==> config.mk <==
export PLATFORM = sky130hd
export DESIGN_NAME = fs_accel_iwin_loader
export DESIGN_NICKNAME = d
export VERILOG_FILES = /design/src/rtl/fs_accel_iwin_loader.sv
export SDC_FILE = /design/constraint.sdc
export NUM_CORES = 1
export LEC_CHECK = 0
export CAP_MARGIN = 10
export CORE_MARGIN = 4
export CORE_UTILIZATION = 45
export CTS_BUF_LIST = sky130_fd_sc_hd__clkbuf_2 sky130_fd_sc_hd__clkbuf_4 sky130_fd_sc_hd__clkbuf_8
export DETAILED_ROUTE_END_ITERATION = 16
export DONT_BUFFER_PORTS = 1
export SKIP_LAST_GASP = 1
export SLEW_MARGIN = 20
export SYNTH_ARGS = -nofsm -noshare
export SYNTH_HDL_FRONTEND = slang
export SYNTH_SLANG_ARGS = --single-unit
==> constraint.sdc <==
create_clock -name clk -period 2 [get_ports clk]
set_input_delay 0.6 -clock clk [delete_from_list [all_inputs] [get_ports clk]]
set_output_delay 0.6 -clock clk [all_outputs]
set_load 0.05 [all_outputs]
==> src/rtl/fs_accel_iwin_loader.sv <==
// fs_accel_iwin_loader: gathers 9 row-major pixel bytes into three 3-wide rows for a row demux.
// Define FS_ACCEL_ILOAD_ABORT_EN to add the iload_abort input.
module fs_accel_iwin_loader #(
    parameter int DW = 8
) (
    input  logic          clk,
    input  logic          resetn,
    input  logic          iload_start,
    input  logic          iload_in_valid,
    input  logic [DW-1:0] iload_in_data,
`ifdef FS_ACCEL_ILOAD_ABORT_EN
    input  logic          iload_abort,
`endif
    output logic          iload_in_ready,
    output logic [DW-1:0] iload_do_0,
    output logic [DW-1:0] iload_do_1,
    output logic [DW-1:0] iload_do_2,
    output logic [1:0]    iload_sel,
    output logic          iload_wr,
    output logic          iload_busy,
    output logic          iload_done
);
    typedef enum logic [1:0] {IDLE, FILL, EMIT, DONE} state_t;
    state_t state, state_nx;
    logic [1:0] col, row;
    logic [DW-1:0] slot_0, slot_1;
    logic abort, acc;
`ifdef FS_ACCEL_ILOAD_ABORT_EN
    assign abort = iload_abort && (state != IDLE);
`else
    assign abort = 1'b0;
`endif
    // an aborted cycle captures nothing, so the output row never changes without a wr
    assign acc = (state == FILL) && iload_in_valid && !abort;
    assign iload_in_ready = (state == FILL);
    assign iload_wr = (state == EMIT);
    assign iload_busy = (state != IDLE);
    assign iload_done = (state == DONE);
    always_comb begin
        state_nx = state;
        unique case (state)
            IDLE: state_nx = iload_start ? FILL : IDLE;
            FILL: state_nx = (acc && col == 2'd2) ? EMIT : FILL;
            EMIT: state_nx = (row == 2'd2) ? DONE : FILL;
            DONE: state_nx = IDLE;
        endcase
        if (abort) state_nx = IDLE;
    end
    always_ff @(posedge clk or negedge resetn) begin
        if (!resetn) state <= IDLE;
        else state <= state_nx;
    end
    always_ff @(posedge clk or negedge resetn) begin
        if (!resetn) begin
            col <= '0;
            row <= '0;
            slot_0 <= '0;
            slot_1 <= '0;
            iload_do_0 <= '0;
            iload_do_1 <= '0;
            iload_do_2 <= '0;
            iload_sel <= '0;
        end else begin
            if (abort || (state == IDLE && iload_start)) begin
                col <= '0;
                row <= '0;
            end else begin
                if (acc) col <= (col == 2'd2) ? 2'd0 : col + 2'd1;
                if (state == EMIT && row != 2'd2) row <= row + 2'd1;
            end
            if (acc && col == 2'd0) slot_0 <= iload_in_data;
            if (acc && col == 2'd1) slot_1 <= iload_in_data;
            // the third byte goes straight to the output row alongside the two held ones
            if (acc && col == 2'd2) begin
                iload_do_0 <= slot_0;
                iload_do_1 <= slot_1;
                iload_do_2 <= iload_in_data;
                iload_sel <= row;
            end
        end
    end
endmodule

==> impl_metrics.env <==
export IMPL_status="finished clean"
export IMPL_synth_seq_cells=48
export IMPL_critPathMaxStageDelay_ns=0.49
export IMPL_use_met2_pct=22.1
export IMPL_slew_violations=0
export IMPL_dominantRegCellSynth="dfrtp_1"
export IMPL_syn_inst=126
export IMPL_ant_nets=0
export IMPL_synth_edf_count=0
export IMPL_rows=23
export IMPL_antenna_found_initial=0
export IMPL_crit_fanout=12
export IMPL_die_h_um=73.2
export IMPL_path_clk_slew_ns=0.08
export IMPL_drive_gt1_share_pct=30.1
export IMPL_insertedDiodeCount=0
export IMPL_synthArstFlopShare_pct=100
export IMPL_tightest_slew_ns=0.497
export IMPL_synth_top_area_share_pct=62.8
export IMPL_hold_violations=0
export IMPL_finalCriticalPeriod_ns=1.91
export IMPL_pin_count=42
export IMPL_grt_use_total_pct=14.2
export IMPL_hp_class="in -> async"
export IMPL_coreArea_mm2=0.00406
export IMPL_cts_tree="built"
export IMPL_crit_family="flip-flops"
export IMPL_avgSynthCellArea_um2=15.2
export IMPL_drt_iter0_markers=34
export IMPL_max_freq_mhz=523
export IMPL_io_buffers=0
export IMPL_use_met3_pct=5.10
export IMPL_synth_common_cells="48 x dfrtp_1, 24 x mux2_2, 18 x mux2_1"
export IMPL_rsz0062_at_grt="no"
export IMPL_slew_headroom_pct=66.8
export IMPL_nNetsFinal=145
export IMPL_cts_buffers=5
export IMPL_endpoint_kind="output pin"
export IMPL_reg2reg_from="state[0]$_DFF_PN0_"
export IMPL_cp_slowest_cell="dfrtp_1"
export IMPL_synth_top_area_cell="dfrtp_1"
export IMPL_htreeDepth=2
export IMPL_fin_crit_sh_pct=95.6
export IMPL_busiest_layer="met2"
export IMPL_grt_max_degree=49
export IMPL_synth_warning_count=0
export IMPL_clock_sinks=48
export IMPL_start_util_pct=47.1
export IMPL_cp_buffers_inverters=1
export IMPL_critPathRequiredTime_ns=1.40
export IMPL_drt_wirelength_per_cell_um=18.4
export IMPL_finalSetupTns_ns=0
export IMPL_synth_top_cells_by_area="dfrtp_1 63%, mux2_2 14%, mux2_1 11%"
export IMPL_grt_pass1_wl_um=5640
export IMPL_cp_cell_sequence="nand2b_1 -> clkinvlp_4"
export IMPL_dpl_hpwl_um=2290
export IMPL_cts_buffer_depth=2
export IMPL_gp_congestion=0.781
export IMPL_overflow=0
export IMPL_die_area_mm2=0.00536
export IMPL_drc=0
export IMPL_dr_pass1_iters=4
export IMPL_cp_data_arrival_time_ns=1.31
export IMPL_dieWidth_um=73.2
export IMPL_vias_per_cell=5.54
export IMPL_grt_use_met1_pct=17.7
export IMPL_wirelength_um=3380
export IMPL_cts_setup_buffers=0
export IMPL_vias=1013
export IMPL_crit_path_start_kind="flip-flop"
export IMPL_seq_area_frac_synth_pct=62.8
export IMPL_ys_types=28
export IMPL_syn2layout_area_growth_pct=9.88
export IMPL_setup_viol=0
export IMPL_clock_root_buffer="clkbuf_8"
export IMPL_grt_pass1_vias=1090
export IMPL_fillCellCount=330
export IMPL_cp_startpoint="state[0]$_DFF_PN0_"
export IMPL_critPathKind="reg -> out"
export IMPL_syn_nets=139
export IMPL_skew_ns=0.00528
export IMPL_synth_area_mm2=0.00191
export IMPL_yosysMostFrequentCell="dfrtp_1"
export IMPL_drv_cap=0
export IMPL_clk_latency_ns=0.29
==> logic make-up after synthesis <==
| logic type | synth area share [%] |
|---|---|
| and+or+nand+nor | 4.97 |
| adders and majority gates | 0.654 |
| AOI/OAI and AO/OA | 4.19 |
| DFF | 62.8 |
| buffers and inverters | 2.62 |
| muxes | 24.7 |
==> final cells by class <==
| class | count | area (µm²) | area share (%) |
|---|---|---|---|
| clock buffer | 8 | 97.6 | 4.65 |
| tap | 50 | 62.6 | 2.98 |
| sequential | 48 | 1200 | 57.2 |
| timing repair buffer | 4 | 62.6 | 2.98 |
| multi-input combinational | 70 | 661 | 31.4 |
| inverter | 3 | 15.0 | 0.715 |
==> final timing paths <==
path	slack, ns	to	depth (start not counted)
max	0.09	iload_in_ready	2
min	0.14	row[1]$_DFFE_PN0P_	1
max reg2reg	0.25	iload_do_1[7]$_DFFE_PN0P_	4
min reg2reg	0.49	iload_do_0[1]$_DFFE_PN0P_	1
max in group asynchronous	1.63	state[1]$_DFF_PN0_	1
min in group clk	0.44	iload_do_2[3]$_DFFE_PN0P_	1
==> placed cells by master, fill, tap and decap left out <==
cell	count
o21a_1	1
clkinvlp_4	1
o22ai_1	1
clkbuf_8	6
o21bai_1	2
nand3_1	1
nand3b_1	1
nor3_1	1
and2_1	1
mux2_1	18
nor2b_1	3
inv_1	2
buf_16	1
nand2_1	3
dfrtp_2	1
nor4b_1	1
clkbuf_4	2
and3_1	1
ha_1	1
buf_4	2
a22o_1	3
o21ai_0	2
dfrtp_1	47
o31ai_1	1
buf_12	1
mux2_2	24
nor3b_1	1
nor2_2	1
nand2b_1	1
or2_2	1
a21o_1	1
==> worst reg2reg max path, delay by kind of cell (launching register included) <==
family	cells	cell delay [ns]
buffers and inverters	1	0.21
DFF	1	0.52
and+or+nand+nor	2	0.54
muxes	1	0.37
==> sequential cells by signal (all words and copies together), names as in the netlist <==
name        flops
row             2
iload_do_2      8
iload_do_0      8
iload_do_1      8
iload_sel       2
state           2
slot_0          8
col             2
slot_1          8
==> through the flow <==
| step | std cells | util [%] | setup WS [ns] | hold slack (ns) | instance area (µm²) |
|---|---|---|---|---|---|
| after floorplan | 126 | - | 0.147 | 0.304 | 1910 |
| final | 183 | 51.8 | 0.0880 | 0.140 | 2100 |
| after detailed placement | 174 | 48.6 | 0.268 | 0.306 | 1970 |
| after CTS | 183 | 51.6 | 0.0303 | 0.154 | 2100 |
| after global routing | 183 | 51.8 | 0.00288 | 0.148 | 2100 |
| after global placement | 174 | 48.6 | 0.329 | 0.306 | 1970 |
==> what timing repair did <==
item / in CTS / in global routing
hold buffers: 1 / 0
setup endpoints to repair: 0 / 1
gates resized for setup: 0 / 2
endpoints found under the hold margin: 48 / 0
==> per-layer routing <==
| layer | vias to the layer above | routed length, µm | part of all wire, % |
|---|---|---|---|
| li1 | 457 | - | - |
| met3 | 7 | 252 | 7.5 |
| met2 | 28 | 1690 | 50 |
| met4 | 0 | 61 | 1.8 |
| met5 | - | 0 | 0 |
| met1 | 521 | 1370 | 41 |
Power is left out: the tool's default activity adds up to more than one toggle a clock period on the data nets, which glitch-free logic cannot reach.
